==> config.mk <==
export PLATFORM = sky130hd
export DESIGN_NAME = sensor_conditioner
export DESIGN_NICKNAME = d
export VERILOG_FILES = /design/src/rtl/sensor_conditioner.sv
export SDC_FILE = /design/constraint.sdc
export NUM_CORES = 1
export LEC_CHECK = 0
export CORE_MARGIN = 3
export CORE_UTILIZATION = 57
export DETAILED_ROUTE_END_ITERATION = 6
export PLACE_DENSITY = 0.9
export SYNTH_ARGS = -nofsm -noshare
export SYNTH_HDL_FRONTEND = slang
export SYNTH_SLANG_ARGS = --single-unit
==> constraint.sdc <==
create_clock -name clk -period 2.9 [get_ports clk]
set_clock_uncertainty 0.2 [all_clocks]
set_input_delay 0.58 -clock clk [delete_from_list [all_inputs] [get_ports clk]]
set_output_delay 0.58 -clock clk [all_outputs]
set_load 0.005 [all_outputs]
==> src/rtl/sensor_conditioner.sv <==
// Sensor front-end: 2-flop sync, tick-based debounce, one-tick event stretch,
// refractory lockout and saturating per-channel event counters.
module sensor_conditioner #(
  parameter int unsigned NUM_CH         = 3,
  parameter int unsigned TICK_DIV       = 100000,
  parameter int unsigned DEBOUNCE_TICKS = 3,
  parameter int unsigned REFRACT_TICKS  = 50,
  parameter int unsigned CNT_W          = 8
) (
  input  logic                      clk,
  input  logic                      reset,
  input  logic [NUM_CH-1:0]         sensor_raw,
  input  logic                      clear_counts,
  output logic [NUM_CH-1:0]         event_out,
  output logic [NUM_CH-1:0]         busy,
  output logic                      tick,
  output logic [NUM_CH*CNT_W-1:0]   event_cnt
);

  localparam int unsigned TW      = (TICK_DIV > 1) ? $clog2(TICK_DIV) : 1;
  localparam int unsigned CNT_MAX = (DEBOUNCE_TICKS > REFRACT_TICKS) ? DEBOUNCE_TICKS : REFRACT_TICKS;
  localparam int unsigned CW      = (CNT_MAX > 1) ? $clog2(CNT_MAX + 1) : 1;

  localparam logic [TW-1:0]    TICK_LAST = TW'(TICK_DIV - 1);
  localparam logic [CW-1:0]    DEB_LAST  = CW'(DEBOUNCE_TICKS - 1);
  localparam logic [CW-1:0]    REF_LIM   = CW'(REFRACT_TICKS);
  localparam logic [CNT_W-1:0] EVT_MAX   = '1;

  typedef enum logic [1:0] {
    IDLE    = 2'd0,
    CONFIRM = 2'd1,
    FIRE    = 2'd2,
    REFRACT = 2'd3
  } state_e;

  logic [TW-1:0]     tick_cnt_q, tick_cnt_d;
  logic              tick_c;
  logic [NUM_CH-1:0] sync1_q, sync1_d;
  logic [NUM_CH-1:0] sync2_q, sync2_d;
  logic [NUM_CH-1:0] event_q, event_d;
  logic [NUM_CH-1:0] busy_q, busy_d;
  state_e            state_q [NUM_CH];
  state_e            state_d [NUM_CH];
  logic [CW-1:0]     cnt_q   [NUM_CH];
  logic [CW-1:0]     cnt_d   [NUM_CH];
  logic [CNT_W-1:0]  evt_q   [NUM_CH];
  logic [CNT_W-1:0]  evt_d   [NUM_CH];

  assign tick_c = (tick_cnt_q == TICK_LAST);

  // Tick divider and synchroniser next-state
  always_comb begin
    tick_cnt_d = tick_c ? '0 : tick_cnt_q + TW'(1);
    sync1_d    = sensor_raw;
    sync2_d    = sync1_q;
  end

  // Per-channel FSM, counter and registered-output next-state
  always_comb begin
    event_d = '0;
    busy_d  = '0;
    for (int i = 0; i < NUM_CH; i++) begin
      state_d[i] = state_q[i];
      cnt_d[i]   = cnt_q[i];
      evt_d[i]   = evt_q[i];
      if (tick_c) begin
        unique case (state_q[i])
          IDLE: begin
            if (sync2_q[i]) begin
              if (DEBOUNCE_TICKS == 1) begin
                state_d[i] = FIRE;
              end else begin
                state_d[i] = CONFIRM;
                cnt_d[i]   = CW'(1);
              end
            end
          end
          CONFIRM: begin
            if (!sync2_q[i]) begin
              state_d[i] = IDLE;
              cnt_d[i]   = '0;
            end else if (cnt_q[i] == DEB_LAST) begin
              state_d[i] = FIRE;
              cnt_d[i]   = '0;
            end else begin
              cnt_d[i] = cnt_q[i] + CW'(1);
            end
          end
          FIRE: begin
            state_d[i] = REFRACT;
            cnt_d[i]   = '0;
          end
          REFRACT: begin
            if (cnt_q[i] < REF_LIM) begin
              cnt_d[i] = cnt_q[i] + CW'(1);
            end else if (!sync2_q[i]) begin
              state_d[i] = IDLE;
              cnt_d[i]   = '0;
            end
          end
        endcase
      end
      // Clear beats a simultaneous FIRE entry
      if (clear_counts) begin
        evt_d[i] = '0;
      end else if ((state_d[i] == FIRE) && (state_q[i] != FIRE) && (evt_q[i] != EVT_MAX)) begin
        evt_d[i] = evt_q[i] + CNT_W'(1);
      end
      event_d[i] = (state_d[i] == FIRE);
      busy_d[i]  = (state_d[i] == FIRE) || (state_d[i] == REFRACT);
    end
  end

  always_ff @(posedge clk or posedge reset) begin
    if (reset) begin
      tick_cnt_q <= '0;
      sync1_q    <= '0;
      sync2_q    <= '0;
      event_q    <= '0;
      busy_q     <= '0;
      for (int i = 0; i < NUM_CH; i++) begin
        state_q[i] <= IDLE;
        cnt_q[i]   <= '0;
        evt_q[i]   <= '0;
      end
    end else begin
      tick_cnt_q <= tick_cnt_d;
      sync1_q    <= sync1_d;
      sync2_q    <= sync2_d;
      event_q    <= event_d;
      busy_q     <= busy_d;
      for (int i = 0; i < NUM_CH; i++) begin
        state_q[i] <= state_d[i];
        cnt_q[i]   <= cnt_d[i];
        evt_q[i]   <= evt_d[i];
      end
    end
  end

  assign tick      = tick_c;
  assign event_out = event_q;
  assign busy      = busy_q;

  for (genvar g = 0; g < NUM_CH; g++) begin : g_cnt
    assign event_cnt[g*CNT_W +: CNT_W] = evt_q[g];
  end

endmodule
==> impl_metrics.tcl, run 1 <==
set metrics [dict create \
    cts_tree "done" \
    nets 475 \
    syn-num-nets 435 \
    netlist_instances 419 \
    cts.clk_slew.worst_paths_ps 70 \
    grt_pass1_vias 3192 \
    die-area_um2 8070 \
    ant_nets 0 \
    die_x_um 89.8 \
    synth_edf_count 0 \
    cts_buffers 9 \
    finalPower_w 0.00181 \
    insertedDiodeCount 0 \
    drv_slew 0 \
    wirelength_um 8310 \
    yosysTopAreaCell "dfrtp_1" \
    synth.avg_cell_area_um2 9.56 \
    maxCapViolations 0 \
    overflow 0 \
    post-route-period-util_pct 94.9 \
    cts_buffer_depth 2 \
    grt_pass1_wl_um 14500 \
    cp.required_ps 2120 \
    ys_ff_latch 77 \
    tns_ps 0 \
    drc 0 \
    layout-drive-gt1-share_pct 6.05 \
    final_common_cell "dfrtp_1" \
    rsz0062_at_grt "false" \
    yosysSeqAreaShare_pct 48.1 \
    hold_ws_ps 150 \
    drt_iter0_markers 237 \
    first_pass_iters 5 \
    clkLatencyLatePin_ps 350 \
    dp.final_hpwl_um 5870 \
    p_leak_nw 1.95 \
    antenna_found_initial 0 \
    numPortBuffers 36 \
    start_kind "register" \
    ir_worst_vdd_v 0.000333 \
    synth_area_leaders "dfrtp_1, o21ai_0, xnor2_1" \
    critPathCaptureType "output port" \
    crit_arrival_ps 1970 \
    drt-wirelength-per-cell_um 14.9 \
    tightest_slew_ps 911 \
    gp_congestion 0.878 \
    rows 29 \
    hp-class "register to register" \
    area_delta_synth_final_pct 16.1 \
    initial_utilization_pct 61.0 \
    async_flop_share_pct 100 \
    place_area_um2 4490 \
    synth_ff_type "dfrtp_1" \
    num_vias 3287 \
    setup_viol 0 \
    synth_cell_types 49 \
    grt_max_degree 78 \
    via_per_inst 5.91 \
    fin_area_um2 4650 \
    maxSlewHeadroom_pct 39.1 \
    grt_util_all_layers_pct 21.9 \
    period_needed_ps 2750 \
    fp.dieH_um 89.8 \
    io_pins 37 \
    p_per_area_nw_per_um2 390 \
    status "complete, no violations" \
    netlist.area_leader.share_pct 48.1 \
    cts-htree-levels 3 \
    crit_fanout 5 \
    hold_viol 0 \
    yosysWarnings 0 \
    final_cell_mix "dfrtp_1, nand2_1, nor2_1, clkdlybuf4s50_1, o21ai_0" \
    netlist_area_um2 4010 \
    coreArea_um2 6570 \
    critical_path_class "register to output port" \
    cts_root_buffer "clkbuf_8" \
    numClockSinks 77 \
    clock.fmax_mhz 363 \
]
==> state kept, by name, summed over array words and instances (netlist names) <==
name and cells:
state_q 6, sync2_q 3, cnt_q 18, busy 3, sync1_q 3, tick_cnt_q 17, event_out 3, event_cnt 24
==> report_power, final <==
part | total, W | internal, W | switching (W) | leakage, nW
combinational | 0.0000445 | 0.0000137 | 0.0000308 | 0.817
clock | 0.000688 | 0.000328 | 0.000361 | 0.0833
sequential | 0.00108 | 0.00108 | 0.00000443 | 1.05
==> kinds of logic after synthesis <==
family,Yosys count,synth area share [%]
AND/OR/NAND/NOR,193,26.7
XOR/XNOR,23,5.03
multiplexers,4,1.00
adder cells (fa/ha/maj),10,3.12
AO/OA/AOI/OAI,85,13.4
buffers and inverters,27,2.62
flip-flops,77,48.1
==> final cells by class <==
class | count | area (µm²)
flip-flops and latches | 77 | 1930
inverters | 14 | 52.6
clock inverters | 2 | 10.0
clock buffers | 13 | 149
repair buffers | 42 | 418
well taps | 93 | 116
fillers | 501 | 1920
multi-input cells | 315 | 1980
==> per-layer routing <==
metal | global-route usage (%) | share of wire [%] | up-vias | routed length, µm
met4 | 8.30 | 1.6 | 0 | 131
met5 | 0 | 0 | - | 0
met1 | 26.8 | 43 | 1589 | 3610
li1 | - | - | 1602 | -
met3 | 5.18 | 4.6 | 12 | 383
met2 | 37.6 | 50 | 84 | 4190
==> timing repair <==
action                                  4_1_cts  5_1_grt
setup buffers                                 0        0
resized for setup                             0        3
endpoints found under the setup margin        0        1
hold buffers                                  0        0
==> critical path: stages (launching register included) <==
cell and delay, ps:
dfrtp_1 450, nor4b_4 400, nand4_1 170, inv_1 110
clkdlybuf4s50_1 500
==> metrics by stage <==
step	util, %	instances	worst slack, ps
after detailed placement	68.3	541	287
after global placement	68.3	541	370
after floorplan	-	419	153
final	70.8	556	148
after global routing	70.8	556	35.0
after CTS	70.7	556	39.9
==> cell usage after synthesis (all sizes together) (4+ instances only) <==
| library cell | count |
|---|---|
| a211oi | 8 |
| a21o | 5 |
| a21oi | 14 |
| and3 | 7 |
| clkbuf | 11 |
| dfrtp | 77 |
| ha | 10 |
| inv | 14 |
| mux2i | 4 |
| nand2 | 39 |
| nand2b | 5 |
| nand3 | 28 |
| nand3b | 6 |
| nand4 | 14 |
| nor2 | 39 |
| nor2b | 7 |
| nor3 | 10 |
| nor4 | 10 |
| nor4b | 8 |
| o21ai | 33 |
| o31ai | 7 |
| or3 | 7 |
| or4 | 5 |
| xnor2 | 17 |
| xor2 | 6 |
==> final timing paths <==
kind / start / end / slack, ps / cells past startpoint
worst max register to register: cnt_q[15] / event_cnt[7] / 290 / 5
worst max-delay path: tick_cnt_q[6] / tick / 150 / 4
worst min register to register: sync1_q[1] / sync2_q[1] / 150 / 0
max in group asynchronous: reset / tick_cnt_q[1] / 1750 / 3
worst min-delay path: sync1_q[1] / sync2_q[1] / 150 / 0
min in group asynchronous: reset / cnt_q[9] / 430 / 3
Power figures use the tool's default switching activity.
==> run 2: changes to the inputs <==
--- a/config.mk
+++ b/config.mk
@@ -5,6 +5,7 @@
 export SDC_FILE = /design/constraint.sdc
 export NUM_CORES = 1
 export LEC_CHECK = 0
+export CORE_ASPECT_RATIO = 1.5
 export CORE_MARGIN = 3
 export CORE_UTILIZATION = 57
 export DETAILED_ROUTE_END_ITERATION = 6
==> run 2 against run 1 <==
Against the previous run:
- register-to-register slack worse by 20 ps
- flip-flop and latch count unchanged
- first-iteration DRC count increased by 29%
- highest routed layer unchanged
==> impl_metrics.tcl, run 2 (synthesis gave the netlist of run 1 again) <==
set metrics [dict create \
    ir_worst_vdd_v 0.000410 \
    p_leak_nw 1.96 \
    drv_slew 0 \
    crit_fanout 5 \
    final_cell_mix "dfrtp_1, nand2_1, nor2_1, clkdlybuf4s50_1, o21ai_0" \
    cts_buffer_depth 2 \
    grt_util_all_layers_pct 23.1 \
    cts_resized 0 \
    maxSlewHeadroom_pct 40.9 \
    crit_arrival_ps 2010 \
    p_per_area_nw_per_um2 396 \
    cts_buffers 9 \
    final_common_cell "dfrtp_1" \
    start_kind "register" \
    cts-htree-levels 3 \
    fin_util_pct 69.8 \
    largest_reg_flops 24 \
    period_needed_ps 2790 \
    die-area_um2 8090 \
    die_x_um 74.4 \
    grt_max_degree 41 \
    drt-wirelength-per-cell_um 15.8 \
    critical_path_class "register to output port" \
    setup_viol 0 \
    rows 36 \
    grt_pass1_vias 3137 \
    cts_setup_buffers 0 \
    coreArea_um2 6670 \
    drc 0 \
    cts_tree "done" \
    initial_utilization_pct 60.1 \
    area_delta_synth_final_pct 16.2 \
    reg2regPathDepth 5 \
    cts.clk_slew.worst_paths_ps 80 \
    regArea_um2 1930 \
    ant_nets 0 \
    nets 476 \
    cp.required_ps 2120 \
    antenna_found_initial 0 \
    hold_viol 0 \
    clkLatencyLatePin_ps 360 \
    clock.fmax_mhz 359 \
    first_pass_iters 5 \
    dp.cells 525 \
    dp.final_hpwl_um 6190 \
    layout-drive-gt1-share_pct 7.10 \
    rsz0062_at_grt "false" \
    nFillCells 500 \
    numClockSinks 77 \
    fp.dieH_um 109 \
    hp-class "register to register" \
    wirelength_um 8520 \
    num_vias 3326 \
    overflow 0 \
    status "complete, no violations" \
    via_per_inst 6.15 \
    drt_iter0_markers 305 \
    tightest_slew_ps 884 \
    insertedDiodeCount 0 \
    min_path_cells 0 \
    cts_root_buffer "clkbuf_8" \
    ctsHoldBuffers 0 \
    grt_pass1_wl_um 14400 \
    io_pins 37 \
    tns_ps 0 \
    multi_input_area_um2 1980 \
    gp_congestion 0.914 \
    post-route-period-util_pct 96.1 \
    final_cells 541 \
    numPortBuffers 36 \
    critPathCaptureType "output port" \
    maxCapViolations 0 \
]
## run 2: cell count changes in the layout (fill, tap and decap cells not counted), sizes merged
cell / previous run / this run
clkinvlp: 0 / 2
clkinv: 2 / 4
inv: 14 / 15
buf: 6 / 7
clkbuf: 13 / 9
## run 2: worst max-delay path, stage by stage (launching register included)
cell             delay, ps
dfrtp_1                460
nor4b_4                430
nand4_1                170
inv_1                  100
clkdlybuf4s50_1        500
## run 2: final timing paths
| check | from | end | slack [ps] |
|---|---|---|---|
| worst max-delay path | tick_cnt_q[6] | tick | 110 |
| worst min-delay path | sync1_q[2] | sync2_q[2] | 150 |
| worst max register to register | cnt_q[15] | event_cnt[7] | 270 |
| worst min register to register | sync1_q[2] | sync2_q[2] | 150 |
| max in group asynchronous | reset | tick_cnt_q[5] | 1480 |
| min in group asynchronous | reset | cnt_q[10] | 410 |
## run 2: final cells by class
type / count / area share [%]
clock buffer: 9 / 2.66
clock inverter: 7 / 1.10
inverter: 14 / 1.13
multi-input combinational: 315 / 42.5
sequential: 77 / 41.4
tap: 76 / 2.04
timing repair buffer: 43 / 9.14
## run 2: layer usage
metal  wire length, µm  global-route usage (%)
met4               181                    9.03
met3               304                    5.44
met1              3450                    27.4
met5                 0                       0
met2              4590                    39.8
## run 2: power breakdown
part	total (W)	internal [W]	switching, W
logic	0.0000458	0.0000144	0.0000314
clock network	0.000717	0.000312	0.000404
registers	0.00108	0.00108	0.00000459
total	0.00184	0.00140	0.000440
## run 2: metrics by stage
step | hold slack, ps | total power [W] | setup WS (ps) | instance area (µm²)
6_report | 150 | 0.00184 | 112 | 4650
5_1_grt | 160 | 0.00190 | 15.4 | 4650
4_1_cts | 153 | 0.00186 | 21.5 | 4650
3_5_place_dp | 136 | 0.00115 | 276 | 4470
3_3_place_gp | 134 | 0.00115 | 360 | 4470
2_1_floorplan | 131 | 0.00113 | 153 | 4010
==> run 3: changes to the inputs <==
--- a/config.mk
+++ b/config.mk
@@ -8,6 +8,7 @@
 export CORE_ASPECT_RATIO = 1.5
 export CORE_MARGIN = 3
 export CORE_UTILIZATION = 57
+export CTS_CLUSTER_SIZE = 10
 export DETAILED_ROUTE_END_ITERATION = 6
 export PLACE_DENSITY = 0.9
 export SYNTH_ARGS = -nofsm -noshare
==> results of run 3 <==
No change in the layout: final DEF, timing and power equal those of run 2.
